--- config.mk ---
export PLATFORM = sky130hd
export DESIGN_NAME = ioctl_cart_loader
export DESIGN_NICKNAME = d
export VERILOG_FILES = /design/src/rtl/ioctl_cart_loader.sv
export SDC_FILE = /design/constraint.sdc
export NUM_CORES = 1
export LEC_CHECK = 0
export ABC_AREA = 1
export CORE_ASPECT_RATIO = 0.6
export CORE_MARGIN = 3
export CORE_UTILIZATION = 49
export DETAILED_ROUTE_END_ITERATION = 12
export GPL_TIMING_DRIVEN = 0
export PLACE_DENSITY = 0.71
export SKIP_CTS_REPAIR_TIMING = 1
export SLEW_MARGIN = 40
export SYNTH_ARGS = -nofsm -noshare
export SYNTH_HDL_FRONTEND = slang
export SYNTH_SLANG_ARGS = --single-unit
--- constraint.sdc ---
create_clock -name clk -period 8 [get_ports clk]
set_clock_uncertainty 0.05 [all_clocks]
set_input_delay 1.6 -clock clk [delete_from_list [all_inputs] [get_ports clk]]
set_output_delay 1.6 -clock clk [all_outputs]
set_load 0.05 [all_outputs]
--- src/rtl/ioctl_cart_loader.sv ---
// ioctl_cart_loader
//   Multi-slot cartridge loader between the hps_io ioctl download stream and
//   the cartridge / EXT RAM write port. Each ioctl_index in
//   [BASE_INDEX, BASE_INDEX+N_SLOTS-1] selects one slot. Incoming bytes are
//   buffered in a small FIFO so the memory side may stall (ioctl_wait), the
//   highest written offset is tracked as the slot size, and the core is held
//   in reset while a load is in flight and for HOLD_CYC cycles afterwards.
//
// Ports
//   clk, reset                 system clock, synchronous active-high reset
//   ioctl_download/index/wr/addr/dout
//                              hps_io download stream (one wr pulse per byte)
//   ioctl_wait                 back-pressure towards hps_io
//   mem_addr/mem_data/mem_we   write request {slot, offset} / byte
//   mem_ack                    write accepted
//   slot_valid                 per slot: holds a completed image
//   slot_size                  per slot byte count, slot 0 in the LSBs
//   overflow                   sticky per download: a byte was dropped
//   core_reset                 hold the core in reset
//
// Memory handshake: mem_we is the valid and mem_ack the ready. A write
// transfers on every clock edge where both are high. While mem_we is high
// without mem_ack, mem_addr and mem_data do not change. mem_ack while mem_we
// is low has no effect.
module ioctl_cart_loader #(
  parameter int N_SLOTS    = 2,
  parameter int SLOT_AW    = 15,
  parameter int FIFO_DEPTH = 4,
  parameter int BASE_INDEX = 1,
  parameter int HOLD_CYC   = 16,
  localparam int SW        = (N_SLOTS > 1) ? $clog2(N_SLOTS) : 1
) (
  input  logic                           clk,
  input  logic                           reset,
  input  logic                           ioctl_download,
  input  logic [7:0]                     ioctl_index,
  input  logic                           ioctl_wr,
  input  logic [24:0]                    ioctl_addr,
  input  logic [7:0]                     ioctl_dout,
  output logic                           ioctl_wait,
  output logic [SW+SLOT_AW-1:0]          mem_addr,
  output logic [7:0]                     mem_data,
  output logic                           mem_we,
  input  logic                           mem_ack,
  output logic [N_SLOTS-1:0]             slot_valid,
  output logic [N_SLOTS*(SLOT_AW+1)-1:0] slot_size,
  output logic                           overflow,
  output logic                           core_reset
);

  localparam int FAW  = $clog2(FIFO_DEPTH);
  localparam int CNTW = FAW + 1;
  localparam int SZW  = SLOT_AW + 1;
  localparam int CW   = $clog2(HOLD_CYC + 1);

  typedef enum logic [1:0] {S_IDLE, S_LOAD, S_DRAIN, S_HOLD} state_t;

  state_t             state;
  logic [CW-1:0]      hold_cnt;
  logic [SW-1:0]      slot;
  logic [SZW-1:0]     size_q [N_SLOTS];

  logic [SLOT_AW-1:0] fifo_off [FIFO_DEPTH];
  logic [7:0]         fifo_dat [FIFO_DEPTH];
  logic [FAW-1:0]     wr_ptr, rd_ptr;
  logic [CNTW-1:0]    count;

  // Slot decode done in 9 bits so an index below BASE_INDEX cannot wrap.
  logic [8:0]     idx_rel;
  logic           idx_ok;
  logic [SW-1:0]  new_slot;
  assign idx_rel  = {1'b0, ioctl_index} - 9'(BASE_INDEX);
  assign idx_ok   = ({1'b0, ioctl_index} >= 9'(BASE_INDEX)) && (idx_rel < 9'(N_SLOTS));
  assign new_slot = idx_rel[SW-1:0];

  logic           in_range, wr_load, full, pop, push, drop;
  logic [SZW-1:0] off_plus1;
  logic [CNTW-1:0] avail;
  logic [FAW-1:0] next_rd;

  assign in_range  = (ioctl_addr >> SLOT_AW) == 25'd0;
  assign wr_load   = (state == S_LOAD) && ioctl_wr;
  assign full      = (count == CNTW'(FIFO_DEPTH));
  assign pop       = mem_we && mem_ack;
  // A full FIFO still accepts a byte when the head leaves in the same cycle.
  assign push      = wr_load && in_range && (!full || pop);
  assign drop      = wr_load && !(in_range && (!full || pop));
  assign off_plus1 = {1'b0, ioctl_addr[SLOT_AW-1:0]} + SZW'(1);
  // Entries left after this cycle's pop; the next head follows the popped one.
  assign avail     = count - CNTW'(pop);
  assign next_rd   = rd_ptr + FAW'(pop);

  // One entry of headroom in LOAD; a new download arriving while the previous
  // one finishes is stalled until the FSM is back in IDLE.
  assign ioctl_wait = ((state == S_LOAD) && (count >= CNTW'(FIFO_DEPTH - 1))) ||
                      (((state == S_DRAIN) || (state == S_HOLD)) && ioctl_download && idx_ok);

  always_comb begin
    slot_size = '0;
    for (int s = 0; s < N_SLOTS; s++) slot_size[s*SZW +: SZW] = size_q[s];
  end

  always_ff @(posedge clk) begin
    if (push) begin
      fifo_off[wr_ptr] <= ioctl_addr[SLOT_AW-1:0];
      fifo_dat[wr_ptr] <= ioctl_dout;
    end
  end

  always_ff @(posedge clk) begin
    if (reset) begin
      state      <= S_HOLD;
      hold_cnt   <= CW'(HOLD_CYC);
      core_reset <= 1'b1;
      slot       <= '0;
      slot_valid <= '0;
      for (int s = 0; s < N_SLOTS; s++) size_q[s] <= '0;
      overflow   <= 1'b0;
      wr_ptr     <= '0;
      rd_ptr     <= '0;
      count      <= '0;
      mem_we     <= 1'b0;
      mem_addr   <= '0;
      mem_data   <= '0;
    end else begin
      if (push) wr_ptr <= wr_ptr + FAW'(1);
      rd_ptr <= next_rd;
      count  <= count + CNTW'(push) - CNTW'(pop);

      // Load a new head into the output register only when the port is free.
      if (!mem_we || pop) begin
        if (avail != '0) begin
          mem_we   <= 1'b1;
          mem_addr <= {slot, fifo_off[next_rd]};
          mem_data <= fifo_dat[next_rd];
        end else begin
          mem_we   <= 1'b0;
        end
      end

      if (push && (off_plus1 > size_q[slot])) size_q[slot] <= off_plus1;
      if (drop) overflow <= 1'b1;

      case (state)
        S_IDLE: begin
          if (ioctl_download && idx_ok) begin
            state                <= S_LOAD;
            core_reset           <= 1'b1;
            slot                 <= new_slot;
            slot_valid[new_slot] <= 1'b0;
            size_q[new_slot]     <= '0;
            overflow             <= 1'b0;
          end
        end
        S_LOAD: begin
          if (!ioctl_download) state <= S_DRAIN;
        end
        S_DRAIN: begin
          if ((count == '0) && !mem_we) begin
            state            <= S_HOLD;
            slot_valid[slot] <= (size_q[slot] != '0);
            hold_cnt         <= CW'(HOLD_CYC);
          end
        end
        S_HOLD: begin
          if (hold_cnt <= CW'(1)) begin
            state      <= S_IDLE;
            core_reset <= 1'b0;
          end else begin
            hold_cnt   <= hold_cnt - CW'(1);
          end
        end
        default: state <= S_HOLD;
      endcase
    end
  end

endmodule

# ---- Word-level counts from Yosys, hierarchy flattened
# Memory sizes are Yosys's and may differ from the RTL's. A register that Yosys moved wholly into a read port is not among the register bits.
# Index checks and enable logic that the tools add are counted.
dict set report classes {
  add_sub_neg 8
  mul 0
  div_mod_pow 0
  n_lt_le_gt_ge 9
  eq_ne 9
  shift 0
  mux 42
  bitwise 2
  reduce_logical 38
}
# operator n
set op_table {}
lappend op_table {{$mux 16} 2}
lappend op_table {{$reduce_or 16->1} 2}
lappend op_table {{$logic_not 25->1} 1}
lappend op_table {{$mux 1} 25}
lappend op_table {{$add 15x1->16 const B} 1}
lappend op_table {{$gt 16x16->1} 1}
lappend op_table {{$reduce_bool 16->1} 1}
lappend op_table {{$logic_and 1x1->1} 15}
lappend op_table {{$mux 2} 6}
lappend op_table {{$mux 5} 2}
lappend op_table {{$pmux 5 s2} 1}
lappend op_table {{$lt 9x2->1 const B} 1}
lappend op_table {{$reduce_and 3->1} 3}
lappend op_table {{$sub 8x1->9 const B} 1}
lappend op_table {{$ge 8x1->1 const B} 1}
lappend op_table {{$pmux 2 s4} 1}
lappend op_table {{$ne 2x2->1 const B} 3}
lappend op_table {{$reduce_bool 2->1} 3}
lappend op_table {{$sub 3x1->3} 2}
lappend op_table {{$le 5x1->1 const B} 1}
lappend op_table {{$sub 5x1->5 const B} 1}
lappend op_table {{$eq 2x2->1 const B} 2}
lappend op_table {{$logic_or 1x1->1} 4}
lappend op_table {{$lt 1x2->1 const B} 2}
lappend op_table {{20 further kinds} 26}
dict set report totals {
  ff_bits 36
  latch_bits 0
  ram_bits 124
  mem_bits_ro 0
  in_bits 46
  out_inout_bits 62
  elab_cells 122
  mem_count 3
}
# memory depth width rd rd_clocked_by_memory_dff wr line
set memory_table {}
lappend memory_table {fifo_off 4 15 1 1 1 63} ;# logic [SLOT_AW-1:0] fifo_off [FIFO_DEPTH];
lappend memory_table {fifo_dat 4 8 1 1 1 64} ;# logic [7:0] fifo_dat [FIFO_DEPTH];
lappend memory_table {size_q 2 16 3 1 2 61} ;# logic [SZW-1:0] size_q [N_SLOTS];

# ---- Depth between registers and ports, before layout
# Gate-level depths: netlist of the first run.
dict set report logic_depth {
  depth_word 11
  depth_mapped 20
  ltp_nobuf 19
}

# ---- Least setup slack after synthesis of the first run
# No wires, ideal clock.
dict set report synth_path {
  path_kind {input to output}
  start {input ioctl_index[0]}
  end {output ioctl_wait}
  arrival_time_ps 3376
  slack_ps 2974
  path_stages 8
  n_path_buf 0
  path_cell_list {inv_1 -> ha_1 -> nand2_1 -> inv_2 -> nand2_1 -> nor2_4 -> nand3_1 -> o21ai_0}
}
dict set report synth_via {
  elab_chain_len 5
}
# item line
set synth_rtl {}
lappend synth_rtl {{from (decl)} 36} ;# input logic [7:0] ioctl_index,
lappend synth_rtl {{$sub 8x1->9} 72} ;# assign idx_rel = {1'b0, ioctl_index} - 9'(BASE_INDEX);
lappend synth_rtl {{$lt 9x2->1} 73} ;# assign idx_ok = ({1'b0, ioctl_index} >= 9'(BASE_INDEX)) && (idx_rel < 9'(N_SLOTS));
lappend synth_rtl {{$logic_and 1x1->1 *} 73}
lappend synth_rtl {{$logic_and 1x1->1 *} 96} ;# (((state == S_DRAIN) || (state == S_HOLD)) && ioctl_download && idx_ok);
lappend synth_rtl {{$logic_or 1x1->1 *} 95} ;# assign ioctl_wait = ((state == S_LOAD) && (count >= CNTW'(FIFO_DEPTH - 1))) ||
lappend synth_rtl {{to (decl)} 40} ;# output logic ioctl_wait,
# Every way passes the cells marked *; elsewhere a longest branch is shown, timed or not.

# ---- Final worst setup path of the first run
dict set report layout_path {
  start {input ioctl_index[0]}
  end {output ioctl_wait}
}
dict set report layout_via {
  elab_chain_len 5
}
# item line
set layout_rtl {}
lappend layout_rtl {{$sub 8x1->9} 72}
lappend layout_rtl {{via idx_rel[0]} 69} ;# logic [8:0] idx_rel;
lappend layout_rtl {{$lt 9x2->1} 73}
lappend layout_rtl {{$logic_and 1x1->1} 73}
lappend layout_rtl {{$logic_and 1x1->1} 96}
lappend layout_rtl {{$logic_or 1x1->1} 95}
# The timed path passes the listed nets, and every way through them passes these cells.

==> results of run 1 <==
-- power groups by stage --
| stage | sequential [mW] | combinational [mW] | clock [mW] |
|---|---|---|---|
| after global placement | 1.09 | 1.05 | 0 |
| after detailed placement | 1.09 | 1.08 | 0 |
| after CTS | 1.08 | 1.08 | 0.815 |
| after global routing | 1.09 | 1.20 | 0.851 |
| final | 1.08 | 1.08 | 0.809 |
| after floorplan | 1.29 | 0.544 | 0 |
-- registers in the layout, indices dropped and copies added (netlist names), named ones only --
register	count
fifo_off	60
fifo_dat	32
size_q	32
mem_addr	16
mem_data	8
hold_cnt	5
count	3
rd_ptr	2
slot_valid	2
state	2
wr_ptr	2
core_reset	1
mem_we	1
overflow	1
slot	1
-- routing by layer --
layer,GRT usage,vias up
li1,-,3084
met1,0.3308,2871
met2,0.3076,236
met3,0.04948,21
met4,0.05068,2
met5,0,-
-- layout make-up --
type | instances | area (µm²)
Fill cell | 1266 | 5619
Multi-Input combinational cell | 582 | 3024
Tap cell | 203 | 254.0
Sequential cell | 169 | 4624
Buffer | 26 | 128.9
Clock buffer | 17 | 425.4
Timing Repair Buffer | 110 | 1171
Clock inverter | 15 | 157.7
Inverter | 96 | 360.3
-- how the worst max path moves through the flow --
stage	from	slack (ps)	endpoint	depth (start not counted)
after detailed placement	ioctl_addr[0]	2120	size_q[0][11]	19
after CTS	ioctl_index[0]	2360	ioctl_wait	10
after global routing	ioctl_addr[0]	2140	size_q[0][0]	19
final	ioctl_index[0]	2340	ioctl_wait	10
after floorplan	ioctl_index[0]	2970	ioctl_wait	8
after global placement	ioctl_addr[0]	2230	size_q[0][11]	19
-- cells in the mapped netlist --
cell	instances	area, µm²
nand2_4	3	33.78
nand4_4	2	42.54
buf_6	2	22.52
or2_4	1	8.760
fa_1	1	20.02
clkinv_1	1	3.750
nor4_1	1	6.260
xnor2_2	1	16.27
nand3_1	21	105.1
and2_1	1	6.260
edfxtp_1	124	3724
mux2_1	8	90.09
and3_1	1	6.260
inv_2	5	18.77
o21bai_1	1	7.510
or2_2	1	6.260
a21o_1	1	7.510
nand4_1	4	25.02
a21oi_1	22	110.1
ha_1	32	400.4
dfxtp_1	45	900.9
buf_2	13	65.06
nor2_2	3	18.77
o21ai_2	1	8.760
inv_1	90	337.8
a22oi_1	1	7.510
clkbuf_1	6	22.52
nor2_1	138	518.0
nor2_4	4	45.04
buf_1	5	18.77
o21ai_0	28	140.1
xor2_1	10	87.58
xnor2_1	2	17.52
nor3_1	4	20.02
nand2_2	2	12.51
o21ai_1	20	100.1
or2_1	3	18.77
nand2_1	250	938.4
mux2_2	15	168.9
-- metrics by stage --
step / cells / power, mW / cell area [µm²] / util / worst slack [ps]
after floorplan: 873 / 1.831 / 8108 / - / 2974
after global placement: 1182 / 2.146 / 9423 / 0.5977 / 2229
after detailed placement: 1186 / 2.171 / 9563 / 0.6066 / 2116
after CTS: 1218 / 2.976 / 10150 / 0.6436 / 2357
after global routing: 1218 / 3.139 / 10150 / 0.6436 / 2141
final: 1218 / 2.971 / 10150 / 0.6436 / 2339
-- critical path: stages --
cell and delay (ps):
clkdlybuf4s50_1 570, inv_1 130, ha_1 290, nand2_1 50, inv_2 50, nand2_1 70
nor2_4 120, nand3_1 120, o21ai_0 180, clkdlybuf4s50_1 830
-- kinds of logic (layout without fill, tap and decap cells) --
family                     count (synthesis)  in the layout
and+or+nand+nor                          439            439
DFF                                      169            169
buffers and inverters                    122            264
AOI/OAI and AO/OA                         74             74
adders and majority gates                 33             33
muxes                                     23             23
xor gates and xnor gates                  13             13
==> impl_results.html, run 1 <==
<table>
<tr><th>Metric</th><th>Value</th></tr>
<tr><th colspan="2">Critical path</th></tr>
<tr><td>Maximum fanout along the worst path</td><td>4</td></tr>
<tr><td>Crit path DAT</td><td>4010 ps</td></tr>
<tr><td>Setup slack of the most critical reg-to-reg path</td><td>4580 ps</td></tr>
<tr><td>R2r endpoint</td><td>size_q[0][1]</td></tr>
<tr><td>Worst EP required</td><td>6350 ps</td></tr>
<tr><td>Worst Reg2Reg Path Length in Cells</td><td>14</td></tr>
<tr><td>Setup crit end kind</td><td>output pin</td></tr>
<tr><td>Category of the worst setup path launch point</td><td>input pin</td></tr>
<tr><td>Worst Setup Path Type</td><td>input pin to output pin</td></tr>
<tr><th colspan="2">Drt</th></tr>
<tr><td>DRC violation count after routing</td><td>0</td></tr>
<tr><td>Via total after detailed routing</td><td>6214</td></tr>
<tr><td>Violation count after the first detailed-routing iteration</td><td>519</td></tr>
<tr><td>DR pass1 iterations</td><td>5</td></tr>
<tr><td>Met2 Routed Length</td><td>7.889 mm</td></tr>
<tr><td>Total wire length after detailed routing</td><td>19.06 mm</td></tr>
<tr><td>Wl on met1</td><td>9.295 mm</td></tr>
<tr><td>ANT nets after route</td><td>0</td></tr>
<tr><td>Post-detailed-route wirelength per cell</td><td>15.65 µm</td></tr>
<tr><td>Wire length on met3</td><td>1.655 mm</td></tr>
<tr><td>Uppermost routed layer</td><td>met5</td></tr>
<tr><td>Post-detailed-route via-to-cell ratio</td><td>5.102</td></tr>
<tr><th colspan="2">Cells and area</th></tr>
<tr><td>Commonest non-fill, non-tap cells in the layout</td><td>250 x nand2_1, 134 x nor2_1, 124 x edfxtp_1</td></tr>
<tr><td>Most frequent standard cell in the layout excluding fill and tap cells</td><td>nand2_1</td></tr>
<tr><td>Final antenna diode count</td><td>0</td></tr>
<tr><td>Layout overhead on the synthesized area</td><td>25.14%</td></tr>
<tr><td>Fraction of final layout cells sized beyond drive strength 1</td><td>0.09064</td></tr>
<tr><td>Number of nets at the end of the flow</td><td>1081</td></tr>
<tr><th colspan="2">Pwr</th></tr>
<tr><td>Sequential power share</td><td>0.363</td></tr>
<tr><td>Switching share of power</td><td>0.3872</td></tr>
<tr><td>Design internal power</td><td>1.821 mW</td></tr>
<tr><td>Total power density per cell area</td><td>292.8 mW/mm²</td></tr>
<tr><td>Switching power total</td><td>1.150 mW</td></tr>
<tr><td>Clk network pwr share</td><td>0.272</td></tr>
<tr><td>Combinational group share of total power</td><td>0.365</td></tr>
<tr><td>Max IR drop VDD</td><td>0.1641 mV</td></tr>
<tr><td>Static Leak</td><td>4.277 nW</td></tr>
<tr><th colspan="2">Clock tree</th></tr>
<tr><td>Maximum number of buffers from clock root to sink</td><td>2</td></tr>
<tr><td>Clock Tree Root</td><td>clkbuf_16</td></tr>
<tr><td>Latest clock arrival within the worst-skew pair</td><td>430 ps</td></tr>
<tr><td>Clock sink count</td><td>169</td></tr>
<tr><td>Clock slew at reported path FFs</td><td>60 ps</td></tr>
<tr><td>Number of CTS-inserted buffers</td><td>17</td></tr>
<tr><td>Clock tree from TritonCTS</td><td>built</td></tr>
<tr><td>CTS H-tree depth</td><td>4</td></tr>
<tr><th colspan="2">Global route</th></tr>
<tr><td>GR Util All Layers</td><td>0.2152</td></tr>
<tr><td>Remaining global-route overflow</td><td>0</td></tr>
<tr><td>Number of global-route vias before repair</td><td>5834</td></tr>
<tr><td>Largest net degree at the start of global routing</td><td>18</td></tr>
<tr><td>Antenna violations before repair</td><td>1</td></tr>
<tr><td>Wire length of the first global-routing pass</td><td>30.36 mm</td></tr>
<tr><th colspan="2">Place</th></tr>
<tr><td>Number of input and output port buffers inserted</td><td>106</td></tr>
<tr><td>HPWL Detailed</td><td>14.02 mm</td></tr>
<tr><td>Routability congestion estimate from global placement</td><td>0.8210</td></tr>
<tr><th colspan="2">Min path</th></tr>
<tr><td>Worst Hold End</td><td>hold_cnt[4]</td></tr>
<tr><td>Hold Path Depth</td><td>2</td></tr>
<tr><td>Hold path startpoint</td><td>hold_cnt[4]</td></tr>
<tr><td>Hold Crit Class</td><td>register to register</td></tr>
<tr><th colspan="2">Die</th></tr>
<tr><td>Number of placement rows</td><td>35</td></tr>
<tr><td>Initial standard-cell utilization of the core</td><td>0.5143</td></tr>
<tr><td>Die boundary width</td><td>172.1 µm</td></tr>
<tr><td>Core region area</td><td>0.01577 mm²</td></tr>
<tr><td>Area of the die</td><td>0.01818 mm²</td></tr>
<tr><td>I/O pin count</td><td>108</td></tr>
<tr><td>Vertical die dimension</td><td>105.6 µm</td></tr>
<tr><th colspan="2">Timing</th></tr>
<tr><td>Worst Max-Slew Pin Slew</td><td>786.9 ps</td></tr>
<tr><td>Pins over their slew limit</td><td>0</td></tr>
<tr><td>Final number of setup-violating endpoints</td><td>0</td></tr>
<tr><td>Unrepaired setup endpoints after global routing</td><td>no</td></tr>
<tr><td>Slew Limit Headroom</td><td>0.4741</td></tr>
<tr><td>Final clock period utilization by the worst path</td><td>0.7076</td></tr>
<tr><td>Final critical-path required period</td><td>5661 ps</td></tr>
<tr><td>TNS Setup</td><td>0 ps</td></tr>
<tr><td>Number of failing hold endpoints at the final stage</td><td>0</td></tr>
<tr><td>Highest clock rate</td><td>176.6 MHz</td></tr>
<tr><td>Smallest hold slack</td><td>421.6 ps</td></tr>
<tr><th colspan="2">Yosys</th></tr>
<tr><td>Number of distinct library cell variants in the gate-level netlist after synthesis</td><td>39</td></tr>
<tr><td>Compound-Gate Fraction of Synth Area</td><td>0.04707</td></tr>
<tr><td>Number of nets in the synthesized netlist</td><td>952</td></tr>
<tr><td>Post-Synthesis Cells</td><td>873</td></tr>
<tr><td>Post-synthesis adder-cell area fraction</td><td>0.05185</td></tr>
<tr><td>Combinational family with the most area after synthesis</td><td>simple AND/OR/NAND/NOR gates</td></tr>
<tr><td>Fraction of synthesized cell area in xor and xnor cells</td><td>0.01497</td></tr>
<tr><td>Post-synthesis mux area share</td><td>0.03194</td></tr>
<tr><td>Yosys warning total</td><td>0</td></tr>
<tr><td>Cell Area, Synth</td><td>0.008108 mm²</td></tr>
<tr><td>Simple-gate portion of the synthesized area</td><td>0.2235</td></tr>
<tr><td>Sequential share of the synthesized area</td><td>0.5704</td></tr>
<tr><td>Avg Synthesized Cell Area</td><td>9.287 µm²</td></tr>
<tr><td>Flop and latch count out of synthesis</td><td>169</td></tr>
<tr><th colspan="2">Flow run</th></tr>
<tr><td>Max capacitance violation total</td><td>0</td></tr>
<tr><th colspan="2">Status</th></tr>
<tr><td>Result of the run</td><td>finished clean</td></tr>
</table>
(Power assumes the default switching activity.)
==> run 2, diff against run 1 <==
==> constraint.sdc (replaced) <==
create_clock -name clk -period 5.7 [get_ports clk]
set_clock_uncertainty 0.05 [all_clocks]
set_input_delay 1.14 -clock clk [delete_from_list [all_inputs] [get_ports clk]]
set_output_delay 1.14 -clock clk [all_outputs]
set_load 0.05 [all_outputs]
==> results of run 2 <==
The final DEF is identical to that of run 1. Status: finished clean.
Main changes from that run: setup slack after placement 2116 ps -> 276.0 ps; setup slack after layout 2339 ps -> 641.0 ps; start point of the critical path ioctl_index[0] -> ioctl_addr[0]; end point of the critical path ioctl_wait -> size_q[0][1]; register-to-register setup slack 4580 ps -> 2280 ps; total power 2.971 mW -> 4.170 mW; worst IR drop on VDD 0.1641 mV -> 0.2303 mV
